**config.mk**
```make
export PLATFORM = sky130hd
export DESIGN_NAME = serial_alu_ctrl
export DESIGN_NICKNAME = d
export VERILOG_FILES = /design/src/rtl/serial_alu_pkg.sv /design/src/rtl/add_1.sv /design/src/rtl/serial_alu_ctrl.sv
export SDC_FILE = /design/constraint.sdc
export NUM_CORES = 1
export LEC_CHECK = 0
export ABC_AREA = 1
export BUFFER_PORTS_ARGS = -buffer_cell sky130_fd_sc_hd__buf_2
export CAP_MARGIN = 20
export CORE_AREA = 2 2 137 139
export DETAILED_ROUTE_END_ITERATION = 7
export DIE_AREA = 0 0 139 141
export GPL_TIMING_DRIVEN = 0
export PLACE_DENSITY = 0.79
export RECOVER_POWER = 50
export SYNTH_ARGS = -nofsm -noshare
export SYNTH_HDL_FRONTEND = slang
export SYNTH_SLANG_ARGS = --single-unit
```
**constraint.sdc**
```tcl
create_clock -name clk -period 3.86 [get_ports clk]
set_input_delay 0.772 -clock clk [delete_from_list [all_inputs] [get_ports clk]]
set_output_delay 0.772 -clock clk [all_outputs]
set_load 0.005 [all_outputs]
```
**src/rtl/serial_alu_pkg.sv**
```systemverilog
// Shared op encodings and FSM state type for the bit-serial ALU controller.
package serial_alu_pkg;

  localparam logic [1:0] OP_ADD = 2'd0;
  localparam logic [1:0] OP_SUB = 2'd1;
  localparam logic [1:0] OP_AND = 2'd2;
  localparam logic [1:0] OP_XOR = 2'd3;

  typedef enum logic [1:0] {
    IDLE = 2'd0,
    RUN  = 2'd1,
    DONE = 2'd2
  } state_t;

  // Only ADD and SUB propagate a carry between bit slices.
  function automatic logic is_arith(input logic [1:0] op);
    return (op == OP_ADD) || (op == OP_SUB);
  endfunction

endpackage

```
**src/rtl/add_1.sv**
```systemverilog
// 1-bit full-adder cell used as the serial ALU's only datapath element.
module add_1 (
  output logic cout,
  output logic sum,
  input  logic a,
  input  logic b,
  input  logic cin
);

  assign sum  = a ^ b ^ cin;
  assign cout = (a & b) | (a & cin) | (b & cin);

endmodule

```
**src/rtl/serial_alu_ctrl.sv**
```systemverilog
// Bit-serial ALU controller: one result bit per clk, LSB first, through a single full adder.
// Condition codes zf/sf/of are built only when SERIAL_ALU_FLAGS_EN is defined; otherwise tied to 0.
//
// state | meaning
// IDLE  | waiting for start; result/cout/flags hold last values
// RUN   | processing bit cnt through the full adder
// DONE  | all bits processed; pulse done next cycle and return to IDLE
module serial_alu_ctrl
  import serial_alu_pkg::*;
#(
  parameter int WIDTH = 64
) (
  input  logic             clk,
  input  logic             rst,
  input  logic             start,
  input  logic [1:0]       op,
  input  logic [WIDTH-1:0] a,
  input  logic [WIDTH-1:0] b,
  output logic             busy,
  output logic             done,
  output logic [WIDTH-1:0] result,
  output logic             cout,
  output logic             zf,
  output logic             sf,
  output logic             of
);

  localparam int CW = $clog2(WIDTH);
  localparam logic [CW-1:0] LAST = CW'(WIDTH - 1);

  state_t           state;
  logic [1:0]       op_q;
  logic [WIDTH-1:0] a_q;
  logic [WIDTH-1:0] b_q;
  logic             carry;
  logic [CW-1:0]    cnt;
  logic             fa_b;
  logic             fa_sum;
  logic             fa_cout;
  logic             bit_res;

  // SUB is a + ~b + 1, the +1 coming from the carry preset at start.
  always_comb begin
    fa_b    = (op_q == OP_SUB) ? ~b_q[cnt] : b_q[cnt];
    bit_res = (op_q == OP_AND) ? (a_q[cnt] & b_q[cnt]) : fa_sum;
  end

  add_1 u_add_1 (
    .cout (fa_cout),
    .sum  (fa_sum),
    .a    (a_q[cnt]),
    .b    (fa_b),
    .cin  (carry)
  );

  always_ff @(posedge clk) begin
    if (rst) begin
      state  <= IDLE;
      op_q   <= OP_ADD;
      a_q    <= '0;
      b_q    <= '0;
      carry  <= 1'b0;
      cnt    <= '0;
      busy   <= 1'b0;
      done   <= 1'b0;
      result <= '0;
      cout   <= 1'b0;
    end else begin
      case (state)
        IDLE: begin
          done <= 1'b0;
          if (start) begin
            op_q   <= op;
            a_q    <= a;
            b_q    <= b;
            carry  <= (op == OP_SUB);
            cnt    <= '0;
            result <= '0;
            busy   <= 1'b1;
            state  <= RUN;
          end
        end
        RUN: begin
          result[cnt] <= bit_res;
          carry       <= is_arith(op_q) ? fa_cout : 1'b0;
          if (cnt == LAST) state <= DONE;
          else             cnt   <= cnt + CW'(1);
        end
        DONE: begin
          done  <= 1'b1;
          busy  <= 1'b0;
          cout  <= carry;
          state <= IDLE;
        end
        default: state <= IDLE;
      endcase
    end
  end

`ifdef SERIAL_ALU_FLAGS_EN
  always_ff @(posedge clk) begin
    if (rst) begin
      zf <= 1'b0;
      sf <= 1'b0;
      of <= 1'b0;
    end else if (state == DONE) begin
      zf <= (result == '0);
      sf <= result[WIDTH-1];
      case (op_q)
        OP_ADD:  of <= (a_q[WIDTH-1] == b_q[WIDTH-1]) && (result[WIDTH-1] != a_q[WIDTH-1]);
        OP_SUB:  of <= (a_q[WIDTH-1] != b_q[WIDTH-1]) && (result[WIDTH-1] != a_q[WIDTH-1]);
        default: of <= 1'b0;
      endcase
    end
  end
`else
  assign zf = 1'b0;
  assign sf = 1'b0;
  assign of = 1'b0;
`endif

endmodule

```
Yosys cells after proc, flatten, opt, wreduce, memory -nomap -nowiden. Index checks and enable logic that the tools add are counted.

Add/sub/neg operators: 1. Order comparisons: 2. Equal/unequal tests: 9. Muxes and demuxes: 23. Bitwise logic cells: 9. Reduce and logical (&&, ||, !) cells: 11.

Operators with widths (number): $pmux 64 s2 (1); $bwmux 64 (1); $mux 64 (1); $bmux 1 s6 (2); $mux 6 (2); $pmux 6 s2 (1); $mux 1 (8); $reduce_and 2->1 (4); $lt 6x7->1 const B (1); $add 6x1->6 const B (1); $demux 1 s6 (1); $eq 2x1->1 const B (3); $eq 6x6->1 const B (1); $ge 6x1->1 const B (1); $ne 2x2->1 const B (3); $pmux 1 s2 (3); $and 1x1->1 (4); $eq 2x2->1 const B (2); $logic_not 2->1 (2); $mux 2 (2); $pmux 2 s2 (1); $reduce_bool 2->1 (2); $reduce_and 3->1 (1); $or 1x1->1 (2); other kinds (4) (5).

Flip-flop bits (word level): 206. Bits of input ports: 133. Output and inout bits: 70. Logic and storage cells: 65.

Longest topological paths before layout. Gate-level depths: netlist (run 1).

Word-level depth: 9. Gate-level depth with buffers: 20. Gate-level depth less buffers: 18.

By module. Synthesis (run 1) repeated with hierarchy kept, for this count alone.

Cell total of the unflattened synthesis: 1553. Area, all modules: 9898.2 um^2.

By module, submodules not included: serial_alu_ctrl (times used 1, cells each 1552, area each 9878.2 um^2, sequential area each 4124.0 um^2); add_1 (times used 1, cells each 1, area each 20.0 um^2, sequential area each 0.0 um^2).

Worst setup path before layout (run 1). OpenSTA, ideal clock, no wires.

Kind: reg-to-reg. From: register cnt[0]. To: register result[3]. Setup time: 0.071 ns. Data arrival time: 2.547 ns. Required time: 3.789 ns. Path slack: 1.242 ns. Stages on the path, launching flop included: 18. Buffers on the path: 4. Clock period less this slack: 2.618 ns. Cells stage by stage: dfxtp_1 > buf_4 > buf_6 > buf_6 > nor2_1 > nor2_1 > nand2_1 > nand2_1 > o21ai_1 > nand2_1 > nor2_1 > nand2_1 > xor2_1 > fa_1 > o21ai_1 > clkbuf_1 > nand3_1 > a21oi_1.

Longest elaborated chain between the ends: 9. Elaborated cells between the ends (all ways): 17. Classes of those cells: order compare: 2; mux: 10; bitwise: 4; reduce/logical: 1.

Ends and longest elaborated chain: from (decl) (RTL line serial_alu_ctrl.sv:36) `logic [CW-1:0] cnt;`; from (signal assigned) (RTL line serial_alu_ctrl.sv:87) `else cnt <= cnt + CW'(1);`; $bmux 1 s6 (RTL line serial_alu_ctrl.sv:44, serial_alu_ctrl.sv:45); $mux 1 (implied by the code) (RTL line serial_alu_ctrl.sv:44, serial_alu_ctrl.sv:45); $not 1->1 (RTL line serial_alu_ctrl.sv:44) `fa_b = (op_q == OP_SUB) ? ~b_q[cnt] : b_q[cnt];`; $mux 1 (RTL line serial_alu_ctrl.sv:44); $xor 1x1->1 (2 in a row) (RTL line add_1.sv:10) `assign sum = a ^ b ^ cin;`; $mux 1 (RTL line serial_alu_ctrl.sv:45) `bit_res = (op_q == OP_AND) ? (a_q[cnt] & b_q[cnt]) : fa_sum;`; $bwmux 64 * (RTL line serial_alu_ctrl.sv:84) `result[cnt] <= bit_res;`; $pmux 64 s2 * (RTL line serial_alu_ctrl.sv:69) `case (state)`; to (signal, indexed assignment) (RTL line serial_alu_ctrl.sv:84); to (decl) (RTL line serial_alu_ctrl.sv:21) `output logic [WIDTH-1:0] result,`.

Every way passes the cells marked *; elsewhere a longest branch is shown, timed or not. The select of a mux whose other input is x is not followed. A chain may end at the register's enable or synchronous reset.

Final worst setup path (run 1).
From: register cnt[1]. To: register result[13].

The elaborated chain is that of the path after synthesis.

==> results of run 1 <==
[layer usage]
layer,up-vias,GRT usage (%),routed length (µm)
met5,-,0,0
met4,0,12.28,1076
met3,76,4.755,2559
met2,472,49.18,13600
met1,4759,39.08,12740
li1,5325,-,-
[worst reg2reg max path, cell delays in order (launching register included)]
cell and delay [ns]:
dfxtp_1 0.34, buf_4 0.18, clkbuf_1 0.50, nand2_1 0.16
nand2_1 0.10, nand2_1 0.05, nand2_1 0.08, nand2_1 0.05
nand2_1 0.09, nor2_1 0.04, nand2_1 0.09, inv_1 0.07
fa_1 0.45, o21ai_1 0.36, clkbuf_1 0.47, nand3_1 0.15
a21oi_1 0.15
[where the power goes]
part           internal [mW]  switching [mW]
combinational          0.297           0.634
clock                   1.33           0.857
sequential              2.25          0.0587
total                   3.87            1.55
[flip-flops by register name, summed over array words and instances, names as in the netlist]
register,count
result,64
state,2
cnt,6
carry,1
done,1
busy,1
op_q,2
cout,1
a_q,64
b_q,64
[layout by cell type, fill, tap and decap left out, types with 4 or more instances in the layout]
cell       netlist  routed
inv_1           61      62
clkbuf_16        0      23
a21oi_1         72      73
o21ai_0        198     198
nor2_1         280     280
clkbuf_1        78     113
a211oi_1         4       4
o21ai_2         18      18
o21ai_1          7       7
buf_2           18     191
nor3_1          46      46
buf_6            5       5
nand2_1        423     423
nand3_1         73      73
buf_4           14      14
clkbuf_8         0       9
dfxtp_1        206     206
[cell families (layout without fill, tap and decap cells)]
family                   Yosys count  count (layout)  share of synthesized area, %
AND/OR/NAND/NOR                  828             828                         33.26
AO/OA/AOI/OAI                    304             304                         16.33
flip-flops                       206             206                         41.80
buffers and inverters            184             422                         8.154
adder cells (fa/ha/maj)            2               2                        0.3297
other                              1               4                       0.03801
XOR/XNOR                           1               1                       0.08878
[cell type report]
| class | count | share of cell area (%) |
|---|---|---|
| antenna | 1 | 0.02106 |
| buffer | 119 | 4.707 |
| clock buffer | 38 | 6.076 |
| clock inverter | 2 | 0.2948 |
| inverter | 65 | 2.064 |
| multi-input combinational | 1138 | 41.59 |
| sequential | 206 | 34.71 |
| tap | 234 | 2.464 |
| timing repair buffer | 198 | 8.076 |
[worst paths after layout]
check / cells past startpoint / slack, ns / to
worst max-delay path: 16 / 0.45 / result[13]$_SDFFE_PP0P_
worst min-delay path: 2 / 0.45 / b_q[37]$_SDFFE_PP0P_
worst max register to register: 16 / 0.45 / result[13]$_SDFFE_PP0P_
worst min register to register: 2 / 0.45 / b_q[37]$_SDFFE_PP0P_
[per-stage QoR]
stage | utilization [%] | setup slack [ns] | hold WS (ns) | total power [mW] | instance area [µm²]
3_5_place_dp | 61.08 | 0.6099 | 0.4432 | 3.259 | 11160
6_report | 65.05 | 0.4459 | 0.4518 | 5.424 | 11880
4_1_cts | 65.23 | 0.5473 | 0.4543 | 5.421 | 11920
2_1_floorplan | - | 1.242 | 0.4292 | 2.970 | 9874
5_1_grt | 65.05 | 0.1706 | 0.4771 | 5.653 | 11880
3_3_place_gp | 61.08 | 0.6856 | 0.4389 | 3.237 | 11160
==> metrics.txt, run 1 <==
HP Start b_q[37]$_SDFFE_PP0P_; non-filler cells in the finished layout 2001; cts bufs inserted 22; most common cell in the synthesized netlist nand2_1; die area 0.01960 mm²; placed insts 1960; Worst setup SP type register; dominant cell type by area after synthesis dfxtp_1; reg2reg start cnt[1]$_SDFFE_PP0P_; Syn Inst Count 1526; worst slew pin tran 0.8376 ns; crit path cell chain buf_4 > clkbuf_1 > nand2_1 > nand2_1 > nand2_1 > nand2_1 > nand2_1 > nand2_1 > nor2_1 > nand2_1 > inv_1 > fa_1 > o21ai_1 > clkbuf_1 > nand3_1 > a21oi_1; leakage 5.326 nW; Hold Crit Class register to register; final RePlAce weighted congestion 0.8927; post-CTS resize count 0; Post-synth top cells 423 x nand2_1, 280 x nor2_1, 206 x dfxtp_1, 198 x o21ai_0, 78 x clkbuf_1; clock latency on the worst-skew pair 0.51 ns; Power Density 456.4 mW/mm²; Reg area 0.004124 mm²; crit path kind register to register; CTS Sinks 206; largest net degree at the start of global routing 14; run status finished, final reports clean; worst path bufs/invs 4; fraction of layout cells with a size suffix above 1 15.12%; grt ovf 0; crit-path leading delay family buffers and inverters; Async SR Flop Fraction 0%; Final setup viols 0; P&R area growth vs syn 20.43%; hold-fix buffers at CTS 0; Initial Utilization 54.01%; Post-layout nets 1885; CTS tree done; wire length per cell 14.98 µm; slowest stage delay, CP 0.50 ns; root buffer cell clkbuf_16; worst setup path startpoint cnt[1]$_SDFFE_PP0P_; f_max 292.9 MHz; most used cell, CP nand2_1; Die Width 139 µm; Primary FF master, synth dfxtp_1; drt via density 5.313; number of flops mapped to enable cells by yosys 0; initial antenna violation count 1; share of the synthesized area in the top cell type 41.80%; I/O pin cnt 203; synth warn 0; synthesized flop and latch total 206; DR iter-0 viols 894; CP max stage cell clkbuf_1; worst path required time 4.29 ns; maximum fanout along the worst path 10; wire length of the first global-routing pass 47.99 mm; max-cap viol count 0; CP arrival 3.84 ns; mapped cell area 0.009867 mm²; number of fill cells 1712; number of global-route vias before repair 9881; RSZ-0062 raised after global routing false; row cnt 50; Worst Clk Skew 0.01870 ns; VDD IR-drop max 340.7 µV; drt drc 0; core area 0.01827 mm²; Detailed Routing Iterations Pass 1 7; Synth area leaders dfxtp_1 42%, nand2_1 16%, nor2_1 11%; postcts setup bufs 0; final setup TNS 0 ns; Max-slew headroom 44.16%; GRT Total Usage 29.77%; post-route ant nets 0; Total Wirelength 29.98 mm; dpl hpwl 21.36 mm; clk slew on worst S/H paths 0.06 ns; Multi-input gate area 0.004942 mm²; post-synthesis sequential area ratio 41.80%; Clock Tree Buf Depth 3; H-tree level count 1; Distinct cells, synth 30; minimum clock period 3.414 ns; syn avg cell area 6.466 µm²; max-slew violations 0; Die Ht 141 µm; final hold violations 0; Buffers on Ports 198; via count 10630; crit end category register; Tcrit/Tclk final 88.45%
Note: power is estimated with default switching activity, not from simulation.
==> run 2: changes to the inputs <==
--- a/config.mk
+++ b/config.mk
@@ -8,11 +8,13 @@
 export ABC_AREA = 1
 export BUFFER_PORTS_ARGS = -buffer_cell sky130_fd_sc_hd__buf_2
 export CAP_MARGIN = 20
-export CORE_AREA = 2 2 137 139
+export CELL_PAD_IN_SITES_DETAIL_PLACEMENT = 0
+export CELL_PAD_IN_SITES_GLOBAL_PLACEMENT = 1
+export CORE_AREA = 2 2 159 161
 export DETAILED_ROUTE_END_ITERATION = 7
-export DIE_AREA = 0 0 139 141
+export DIE_AREA = 0 0 161 163
 export GPL_TIMING_DRIVEN = 0
-export PLACE_DENSITY = 0.79
+export PLACE_DENSITY_LB_ADDON = 0.1
 export RECOVER_POWER = 50
 export SYNTH_ARGS = -nofsm -noshare
 export SYNTH_HDL_FRONTEND = slang
==> metrics.txt, run 2 (same netlist as run 1, synthesis figures left out) <==
run status finished, final reports clean; GRT Total Usage 24.36% (-5.4 points); Worst setup SP type register; maximum fanout along the worst path 10 (unchanged); number of fill cells 2730 (+59%); clock latency on the worst-skew pair 0.52 ns (about the same); Buffers on Ports 198 (unchanged); post-route ant nets 0 (unchanged); I/O pin cnt 203 (unchanged); crit path cell chain inv_1 > nor3_1 > o21ai_1 > nand2_1 > nor2_1 > nand2_1 > xor2_1 > fa_1 > o21ai_1 > clkbuf_1 > nand3_1 > a21oi_1; final RePlAce weighted congestion 0.8296 (-7.1%); Reg area 0.004124 mm² (unchanged); minimum clock period 3.641 ns (+0.2268 ns); leakage 5.276 nW (-0.95%); final hold violations 0 (unchanged); Multi-input gate area 0.004942 mm² (unchanged); largest net degree at the start of global routing 13 (-1); Power Density 457.0 mW/mm² (+0.12%); met1 Use GR 33.65% (-5.4 points); Post-layout nets 1887 (+0.11%); Die Width 161 µm (+16%); number of global-route vias before repair 9743 (-1.4%); worst path bufs/invs 2 (-2); crit end category register; VDD IR-drop max 265.1 µV (-22%); core area 0.02467 mm² (+35%); wire length per cell 15.33 µm (+2.4%); clk slew on worst S/H paths 0.06 ns (about the same); dpl hpwl 23.33 mm (+9.2%); via count 10400 (-2.2%); post-layout util 48.63% (-16 points); gr busiest metal met2; initial antenna violation count 0 (-1); PnR worst setup slack 0.2191 ns (-0.2268 ns); Detailed Routing Iterations Pass 1 7 (unchanged); antenna fix cells 0 (-1); Initial Utilization 39.99% (-14 points); routing usage on met3 3.514% (-1.2 points); Tcrit/Tclk final 94.32% (+5.9 points); CP arrival 4.09 ns (+0.25 ns); CP max stage cell nor3_1; DR iter-0 viols 702 (-21%); Final setup viols 0 (unchanged); H-tree level count 1 (unchanged); Max-slew headroom 37.85% (-6.3 points); Clock Tree Buf Depth 3 (unchanged); CTS Sinks 206 (unchanged); post-CTS resize count 0 (unchanged); worst path required time 4.31 ns (+0.02 ns); postcts setup bufs 0 (unchanged); P&R area growth vs syn 21.60%; max-slew violations 0 (unchanged); CTS tree done; most frequent cells in the layout 423 x nand2_1, 280 x nor2_1, 206 x dfxtp_1; fraction of layout cells with a size suffix above 1 14.49% (-0.63 points); row cnt 58 (+16%); Overall Power 5.483 mW (+1.1%); Largest regs a_q: 64 flops, b_q: 64 flops, result: 64 flops; commonest non-fill, non-tap cell in the layout nand2_1; WHS 0.4515 ns (-0.0003550 ns); met2 Resource Use GR 40.17% (-9.0 points); Total Wirelength 32.16 mm (+7.3%); Hold Crit Class register to register; slowest stage delay, CP 0.73 ns (+0.23 ns); crit-path leading delay family simple AND/OR/NAND/NOR gates; grt ovf 0 (unchanged); Place WS 0.4158 ns (-0.1941 ns); worst slew pin tran 0.9252 ns (+0.08754 ns); wire length of the first global-routing pass 51.03 mm (+6.3%); root buffer cell clkbuf_16; f_max 274.7 MHz (-6.2%); hold-fix buffers at CTS 0 (unchanged); crit path kind register to register; RSZ-0062 raised after global routing false; die area 0.02624 mm² (+34%); Die Ht 163 µm (+16%); final setup TNS 0 ns (unchanged); drt drc 0 (unchanged); cts bufs inserted 24 (+9.1%); Worst Clk Skew 0.01273 ns (-0.005969 ns); max-cap viol count 0 (unchanged); drt via density 4.959 (-6.7%)
-- run 2: power by group --
part	total, mW	internal [mW]	switching [mW]
clock network	2.24	1.34	0.901
logic	0.941	0.297	0.644
registers	2.30	2.25	0.0564
total	5.48	3.88	1.60
-- run 2: per-stage QoR --
stage	cells	cell area (µm²)
after global placement	2056	11280
after floorplan	1528	9874
final	2097	12000
after CTS	2097	12050
after global routing	2097	12000
after detailed placement	2056	11280
-- run 2: worst paths after layout --
kind	start	to	slack [ns]	cells after the start
worst max-delay path	cnt[3]$_SDFFE_PP0P_	result[63]$_SDFFE_PP0P_	0.22	12
worst min-delay path	b_q[45]$_SDFFE_PP0P_	b_q[45]$_SDFFE_PP0P_	0.45	2
worst max register to register	cnt[3]$_SDFFE_PP0P_	result[63]$_SDFFE_PP0P_	0.22	12
worst min register to register	b_q[45]$_SDFFE_PP0P_	b_q[45]$_SDFFE_PP0P_	0.45	2
-- run 2: layout make-up --
cell class | count | share of cell area (%)
clock inverters | 6 | 0.4797
multi-input cells | 1138 | 41.19
well taps | 330 | 3.441
clock buffers | 35 | 5.944
inverters | 65 | 2.044
repair buffers | 198 | 7.863
flip-flops and latches | 206 | 34.37
plain buffers | 119 | 4.662
-- run 2: routing by layer --
layer  vias up  wire, µm
met5         -         0
met4         0       665
met3        53      2051
met2       302     14350
met1      4710     15090
li1       5335         -
-- run 2: worst register-to-register path: cells and delay by family, from the launching register on --
kind,cells,cell delay [ns]
adders and majority gates,1,0.43
xor gates and xnor gates,1,0.19
and+or+nand+nor,5,1.22
DFF,1,0.44
AOI/OAI and AO/OA,3,0.71
buffers and inverters,2,0.58
==> run 3: changes to the inputs <==
--- a/config.mk
+++ b/config.mk
@@ -6,7 +6,8 @@
 export NUM_CORES = 1
 export LEC_CHECK = 0
 export ABC_AREA = 1
-export BUFFER_PORTS_ARGS = -buffer_cell sky130_fd_sc_hd__buf_2
+export ABC_CLOCK_PERIOD_IN_PS = 3860
+export BUFFER_PORTS_ARGS = -buffer_cell sky130_fd_sc_hd__buf_4
 export CAP_MARGIN = 20
 export CELL_PAD_IN_SITES_DETAIL_PLACEMENT = 0
 export CELL_PAD_IN_SITES_GLOBAL_PLACEMENT = 1
@@ -14,7 +15,7 @@
 export DETAILED_ROUTE_END_ITERATION = 7
 export DIE_AREA = 0 0 161 163
 export GPL_TIMING_DRIVEN = 0
-export PLACE_DENSITY_LB_ADDON = 0.1
+export PLACE_DENSITY = 0.9
 export RECOVER_POWER = 50
 export SYNTH_ARGS = -nofsm -noshare
 export SYNTH_HDL_FRONTEND = slang
==> metrics.txt, run 3 (same netlist as run 1, synthesis figures left out) <==
crit end category register; worst reg2reg setup slack 0.44 ns (+0.22 ns); Clock Tree Buf Depth 3 (unchanged); Die Width 161 µm (unchanged); fraction of layout cells with a size suffix above 1 16.41% (+1.9 points); WHS 0.4517 ns (+0.0002210 ns); CP arrival 3.86 ns (-0.23 ns); clock latency on the worst-skew pair 0.51 ns (about the same); core area 0.02467 mm² (unchanged); H-tree level count 1 (unchanged); leakage 5.490 nW (+4.1%); capturing point of the worst reg2reg path result[63]$_SDFFE_PP0P_; drt via density 4.964 (about the same); initial antenna violation count 0 (unchanged); f_max 292.6 MHz (+6.5%); CTS tree done; commonest non-fill, non-tap cell in the layout nand2_1; GRT Total Usage 23.86% (-0.50 points); hold-fix buffers at CTS 0 (unchanged); Worst setup SP type register; number of fill cells 2636 (-3.4%); die area 0.02624 mm² (unchanged); worst setup path startpoint cnt[1]$_SDFFE_PP0P_; clk slew on worst S/H paths 0.06 ns (about the same); root buffer cell clkbuf_16; Max-slew headroom 43.35% (+5.5 points); drt drc 0 (unchanged); VDD IR-drop max 289.6 µV (+9.3%); run status finished, final reports clean; most frequent cells in the layout 423 x nand2_1, 280 x nor2_1, 206 x dfxtp_1; Post-layout nets 1886 (-0.053%); final setup TNS 0 ns (unchanged); Total Wirelength 31.53 mm (-2.0%); CTS Sinks 206 (unchanged); largest net degree at the start of global routing 14 (+1); crit path kind register to register; postcts setup bufs 0 (unchanged); final RePlAce weighted congestion 0.8603 (+3.7%); Detailed Routing Iterations Pass 1 5 (-2); worst path required time 4.30 ns (about the same); Worst Clk Skew 0.01624 ns (+0.003506 ns); Power Density 438.4 mW/mm² (-4.1%); Place WS 0.5656 ns (+0.1498 ns); minimum clock period 3.418 ns (-0.2228 ns); wire length per cell 15.03 µm (-2.0%); grt ovf 0 (unchanged); Multi-input gate area 0.004942 mm² (unchanged); Tcrit/Tclk final 88.55% (-5.8 points); RSZ-0062 raised after global routing false; post-CTS resize count 0 (unchanged); dpl hpwl 23.33 mm (about the same); via count 10410 (+0.087%); number of global-route vias before repair 9841 (+1.0%); reg2reg start cnt[1]$_SDFFE_PP0P_; final hold violations 0 (unchanged); Final setup viols 0 (unchanged); row cnt 58 (unchanged); Initial Utilization 39.99% (unchanged); worst setup path endpoint result[63]$_SDFFE_PP0P_; Reg2Reg Depth 16 (+4); Buffers on Ports 198 (unchanged); Hold Crit Class register to register; cts bufs inserted 23 (-4.2%); max-cap viol count 0 (unchanged); DR iter-0 viols 801 (+14%); wire length of the first global-routing pass 50.39 mm (-1.2%); Largest regs a_q: 64 flops, b_q: 64 flops, result: 64 flops; max-slew violations 0 (unchanged); I/O pin cnt 203 (unchanged); maximum fanout along the worst path 10 (unchanged); worst slew pin tran 0.8497 ns (-0.07547 ns); post-route ant nets 0 (unchanged); Reg area 0.004124 mm² (unchanged); antenna fix cells 0 (unchanged); Die Ht 163 µm (unchanged); PnR worst setup slack 0.4420 ns (+0.2228 ns); P&R area growth vs syn 26.86%
==> run 3: final cells by class <==
class                   count  area share (%)
plain buffers             119           4.468
clock buffers              33           5.378
clock inverters             8          0.7397
inverters                  65           1.959
multi-input cells        1138           39.48
flip-flops and latches    206           32.95
well taps                 330           3.299
repair buffers            198           11.73
==> run 3: layer usage <==
layer	GRT usage (%)	up-vias	wire (µm)
met5	0	-	0
met1	32.09	4706	14100
met2	40.15	321	14660
met4	7.021	0	821
li1	-	5328	-
met3	3.132	54	1943
==> run 3: worst max-delay path: stages, from the launching register on <==
cell and delay (ns):
dfxtp_1 0.34, buf_4 0.19, clkbuf_1 0.49, nand2_1 0.12, nand2_1 0.10, nand2_1 0.05, nand2_1 0.08, nand2_1 0.05
nand2_1 0.10, nor2_1 0.05, nand2_1 0.10, inv_1 0.08, fa_1 0.46, o21ai_1 0.40, clkbuf_1 0.40, nand3_1 0.19
a21oi_1 0.16
==> run 3: worst min-delay path by stage <==
stage	start	end	slack (ns)	cells after the start
2_1_floorplan	b_q[17]$_SDFFE_PP0P_	b_q[17]$_SDFFE_PP0P_	0.43	2
3_3_place_gp	b_q[45]$_SDFFE_PP0P_	b_q[45]$_SDFFE_PP0P_	0.44	2
3_5_place_dp	b_q[43]$_SDFFE_PP0P_	b_q[43]$_SDFFE_PP0P_	0.44	2
4_1_cts	b_q[35]$_SDFFE_PP0P_	b_q[35]$_SDFFE_PP0P_	0.45	2
5_1_grt	b_q[36]$_SDFFE_PP0P_	b_q[36]$_SDFFE_PP0P_	0.47	2
6_report	b_q[36]$_SDFFE_PP0P_	b_q[36]$_SDFFE_PP0P_	0.45	2
==> run 3: stage by stage <==
| step | instance area, µm² | power, mW | cells | utilization (%) |
|---|---|---|---|---|
| floorplan | 9874 | 2.970 | 1528 | - |
| global placement | 11770 | 3.301 | 2056 | 47.72 |
| detailed placement | 11770 | 3.311 | 2056 | 47.72 |
| CTS | 12540 | 5.516 | 2097 | 50.82 |
| global route | 12520 | 5.740 | 2097 | 50.73 |
| finish | 12520 | 5.488 | 2097 | 50.73 |
==> run 3: power by group <==
part           internal, mW  total, mW  switching (mW)
Clock                  1.34       2.22           0.875
Combinational         0.335      0.966           0.632
Sequential             2.25       2.31          0.0577
Total                  3.92       5.49            1.56
